## config.mk

```make
export PLATFORM = sky130hd
export DESIGN_NAME = cmp_pipe
export DESIGN_NICKNAME = d
export VERILOG_FILES = /design/src/rtl/cmp_pipe.sv
export SDC_FILE = /design/constraint.sdc
export NUM_CORES = 1
export LEC_CHECK = 0
export BUFFER_PORTS_ARGS = -buffer_cell sky130_fd_sc_hd__buf_2
export CORE_AREA = 5 5 68 70
export DETAILED_ROUTE_END_ITERATION = 16
export DIE_AREA = 0 0 73 75
export GPL_TIMING_DRIVEN = 0
export PLACE_DENSITY = 0.79
export SLEW_MARGIN = 40
export SYNTH_ARGS = -nofsm -noshare
export SYNTH_HDL_FRONTEND = slang
export SYNTH_SLANG_ARGS = --single-unit
```

## constraint.sdc

```tcl
create_clock -name clk -period 1.9 [get_ports clk]
set_clock_uncertainty 0.2 [all_clocks]
set_input_delay 0.38 -clock clk [delete_from_list [all_inputs] [get_ports clk]]
set_output_delay 0.38 -clock clk [all_outputs]
set_load 0.03 [all_outputs]
```

## src/rtl/cmp_pipe.sv

```systemverilog
// cmp_pipe: pipelined two-operand comparator with valid/ready flow control.
//
// A request {in_op, in_a, in_b, in_tag} is compared combinationally at
// acceptance and the {result, err, tag} triple then travels through STAGES
// register slots. The last slot drives the out_* ports. Bubbles collapse, so
// with out_ready held high the pipe sustains one result per cycle at a
// latency of STAGES cycles.
//
// Ports
//   clk, reset           rising-edge clock, asynchronous active-low reset
//   flush                synchronous squash of every in-flight entry
//   in_valid/in_ready    request handshake
//   in_op                0 EQ 1 NE 2 LT 3 LE 4 GT 5 GE (signed),
//                        6 LTU 7 LEU 8 GTU 9 GEU, 10..15 illegal (err=1)
//   in_a, in_b           WIDTH-bit operands
//   in_tag               sideband tag, returned unchanged
//   out_valid/out_ready  result handshake
//   out_result, out_err  comparison result and illegal-op flag
//   out_tag              tag of the presented result
//   busy                 some stage holds a valid entry
module cmp_pipe #(
    parameter int WIDTH  = 32,
    parameter int STAGES = 2,
    parameter int TAG_W  = 5
) (
    input  logic             clk,
    input  logic             reset,
    input  logic             flush,
    input  logic             in_valid,
    output logic             in_ready,
    input  logic [3:0]       in_op,
    input  logic [WIDTH-1:0] in_a,
    input  logic [WIDTH-1:0] in_b,
    input  logic [TAG_W-1:0] in_tag,
    output logic             out_valid,
    input  logic             out_ready,
    output logic             out_result,
    output logic             out_err,
    output logic [TAG_W-1:0] out_tag,
    output logic             busy
);

    typedef struct packed {
        logic             result;
        logic             err;
        logic [TAG_W-1:0] tag;
    } entry_t;

    logic [STAGES-1:0] vld_pipe;
    entry_t            stage_q  [STAGES];
    entry_t            src      [STAGES];
    logic [STAGES-1:0] src_vld;
    logic [STAGES-1:0] can_load;
    entry_t            new_entry;

    // Comparison of the incoming operands
    logic eq, lt_s, lt_u;

    assign eq   = (in_a == in_b);
    assign lt_u = (in_a < in_b);
    assign lt_s = ($signed(in_a) < $signed(in_b));

    always_comb begin
        new_entry        = '0;
        new_entry.tag    = in_tag;
        case (in_op)
            4'd0:    new_entry.result = eq;
            4'd1:    new_entry.result = !eq;
            4'd2:    new_entry.result = lt_s;
            4'd3:    new_entry.result = lt_s || eq;
            4'd4:    new_entry.result = !(lt_s || eq);
            4'd5:    new_entry.result = !lt_s;
            4'd6:    new_entry.result = lt_u;
            4'd7:    new_entry.result = lt_u || eq;
            4'd8:    new_entry.result = !(lt_u || eq);
            4'd9:    new_entry.result = !lt_u;
            default: new_entry.err    = 1'b1;
        endcase
    end

    // Load-enable chain, computed from the output backwards: a stage can take
    // new data when it is empty or when its own entry moves on this cycle.
    // Kept in one process so the ripple is a single combinational block.
    always_comb begin
        can_load             = '0;
        can_load[STAGES-1]   = !vld_pipe[STAGES-1] || out_ready;
        for (int i = STAGES - 2; i >= 0; i--) begin
            can_load[i] = !vld_pipe[i] || can_load[i+1];
        end
    end

    // Source of each stage: the request for stage 0, the previous slot otherwise
    always_comb begin
        src_vld    = '0;
        src[0]     = new_entry;
        src_vld[0] = in_valid;
        for (int i = 1; i < STAGES; i++) begin
            src[i]     = stage_q[i-1];
            src_vld[i] = vld_pipe[i-1];
        end
    end

    always_ff @(posedge clk or negedge reset) begin
        if (!reset) begin
            vld_pipe <= '0;
            for (int i = 0; i < STAGES; i++) begin
                stage_q[i] <= '0;
            end
        end else begin
            for (int i = 0; i < STAGES; i++) begin
                if (flush) begin
                    vld_pipe[i] <= 1'b0;
                end else if (can_load[i]) begin
                    vld_pipe[i] <= src_vld[i];
                    // Data only follows a valid source so a drained output
                    // slot keeps its last value instead of toggling.
                    if (src_vld[i]) begin
                        stage_q[i] <= src[i];
                    end
                end
            end
        end
    end

    // in_ready depends on out_ready combinationally through can_load
    assign in_ready   = can_load[0];
    assign out_valid  = vld_pipe[STAGES-1];
    assign out_result = stage_q[STAGES-1].result;
    assign out_err    = stage_q[STAGES-1].err;
    assign out_tag    = stage_q[STAGES-1].tag;
    assign busy       = |vld_pipe;

endmodule

```

==> metrics.txt <==
outcome=complete, but fails checks; violations in the final reports=negative setup slack; count of final setup violators=1; number of enable-type register cells in the synthesized netlist=0; Post-Place Setup Slack=-778.0 ps; PwrDens=522.9 nW/um^2; yosys synthesis warning count=0; antenna cell count=0; syn nets=approximately 310; final count of pins violating max slew=0; Net Sw Power=~470 uW; peak clock frequency supported by timing=~400 MHz; worst-case vdd ir drop=roughly 0.3 mV; largest net degree at the start of global routing=17; vertical extent of the die=75 microns; starting DRC count in detailed routing=between 40 and 50; overall overflow remaining after global route=0; number of buffers inserted during clock tree synthesis=3; Clk pin slew, worst setup/hold paths=approximately 60 ps; Die Wd=73 microns; internal power=just under 900 uW; CTS tree=built; initial core utilization=0.4476; final wirelength=around 4.5 mm; total chip power=1361 uW; share of the yosys chip area belonging to registers=0.2286; Max transition margin=0.6853; Total Routing Usage GR=0.1523; post-synthesis average cell area=around 8.6 sq um; Via density=roughly 5.0; residual DRC count=0; PnR worst setup slack=-574.1 ps; Core Region=just under 4000 sq um; Combinational Power Share=0.463; proportion of register bits with asynchronous set or reset after synthesis=1.000; leading register cell type out of synthesis=dfrtp_1; period utilisation layout=1.302; clock root buffer=clkbuf_8; cell accounting for the most synthesized area=dfrtp_1; Antenna Violating Nets Remaining=0; clock insertion delay at the later pin of the skew report=roughly 240 ps; flip-flop and latch count after synthesis=16; cell with the most instances after synthesis=inv_1; fraction of power consumed by sequential logic=0.325; Placement Rows=23; min-delay worst type=input port to register; maximum capacitance violations=0; leakage power total=~0.0013 uW; maximum fanout along the worst path=4; RSZ-0062 raised after global routing=true; top cells by count, synth=inv_1, ha_1, dfrtp_1; initial antenna violation count=0; number of input and output port buffers inserted=87; number of nets in the finished design=around 410; placed cell count=340; number of global-route vias before repair=1716; cell area after synthesis=about 1800 sq um; post-detail-place hpwl=roughly 3.5 mm; crit end category=register; type of the worst setup path=input port to register; setup TNS after final layout=-574.1 ps; share of the core filled with cells in the final layout=0.6650; number of cells in the finished layout apart from fillers=between 300 and 400; clock sink count=16; clock network fraction of design power=0.213; proportion of total power due to net switching=0.3458; share of layout cells above drive strength 1=0.4967; Yosys cell types=44; required time of the critical path=1820 ps; arrival time worst endpoint=around 2400 ps; Hold Violations, Final=0; deepest level of the CTS H-tree=1; Final min period=between 2000 and 2500 ps; Initial DRT Pass Iterations=3; CP startpoint kind=input port; ports placed on the boundary=between 80 and 90; share of the synthesized area in the top cell type=0.2286; cell types with the largest area share after synthesis=dfrtp_1, ha_1, mux2_2; Routability Congestion=~0.77; wire length per cell after detailed routing=around 13 microns; post-synthesis instance total=a little over 200; area of the die=around 5500 sq um; global-route wire length before repair=approximately 6.9 mm; layout overhead on the synthesized area=48.57%; routed vias=around 1800; CTS Buffer Depth=2; slew at the pin closest to its max-slew limit=about 470 ps
metrics by stage:
stage               instance area [sq um]  hold slack [ps]
floorplan                            1769           -115.6
global placement                     2267            99.05
detailed placement                   2267            104.5
CTS                                  2376            123.6
global route                         2603            122.5
finish                               2603            127.7
cell usage in the layout, fill, tap and decap left out, types with 5 or more instances in the layout:
cell / instances
mux2_2: 12
nand2_1: 13
a21oi_1: 11
buf_6: 7
nand4_1: 5
ha_4: 12
nor2_1: 10
nand3_1: 7
buf_4: 6
ha_1: 20
dfrtp_1: 16
inv_1: 26
buf_2: 82
inv_2: 6
nor3_1: 5
what timing repair did:
action,4_1_cts,5_1_grt
hold buffers,1,0
setup endpoints to repair,1,8
setup buffers,3,4
endpoints found under the hold margin,16,0
gates resized for setup,2,34
pin swaps,4,22
critical path: stages:
cell and delay (ps):
buf_6 100, inv_4 50, ha_4 210, nand4_4 120, nor2_1 50, a221o_1 360
a211o_4 350, buf_6 130, a221o_1 320, a211oi_2 200, a31oi_1 120
layer usage:
layer	track usage	up-vias	share of wire
li1	-	912	-
met1	0.1869	775	0.39
met2	0.2830	59	0.53
met3	0.03071	4	0.074
met4	0.01639	0	0.0096
met5	0	-	0
power groups by stage:
stage | registers [uW] | logic, uW | clock network [uW]
floorplan | 536 | 260 | 0
global placement | 443 | 529 | 0
detailed placement | 449 | 546 | 0
CTS | 443 | 562 | 297
global route | 454 | 697 | 321
finish | 442 | 630 | 289
layout make-up:
class / instances / area [sq um]
multi-input combinational: 148 / 1400
fill: 325 / 1311
timing repair buffer: 95 / 533.0
sequential: 16 / 400.4
inverter: 34 / 132.6
tap: 50 / 62.56
clock buffer: 4 / 55.05
buffer: 3 / 18.77
cell families (layout without fill, tap and decap cells):
kind of cell    count (synthesis)  count (layout)  share of synthesized area
mux                            15              15                    0.09429
simple gates                   62              62                     0.2079
compound gates                 38              38                     0.1436
fa+ha+maj                      32              32                     0.2286
xor+xnor                        1               1                   0.005001
flops                          16              16                     0.2286
buf+inv                        39             136                    0.09214
path summary, 6_finish.rpt:
path	startpoint	endpoint	slack (ps)	cells past startpoint
worst min-delay path	flush	vld_pipe[1]$_DFFE_PN0P_	130	2
worst max-delay path	in_b[30]	src[6]$_DFFE_PN0P_	-570	11
worst max register to register	vld_pipe[1]$_DFFE_PN0P_	src[6]$_DFFE_PN0P_	-100	6
worst min register to register	src[5]$_DFFE_PN0P_	src[5]$_DFFE_PN0P_	280	2
min in group asynchronous	reset	src[2]$_DFFE_PN0P_	370	2
max in group asynchronous	reset	src[3]$_DFFE_PN0P_	880	2
state kept, by name (all words and copies together) (netlist names):
signal      count
out_err         1
vld_pipe        2
src             7
out_result      1
out_tag         5
No activity file was read; power rests on OpenSTA's default activity.
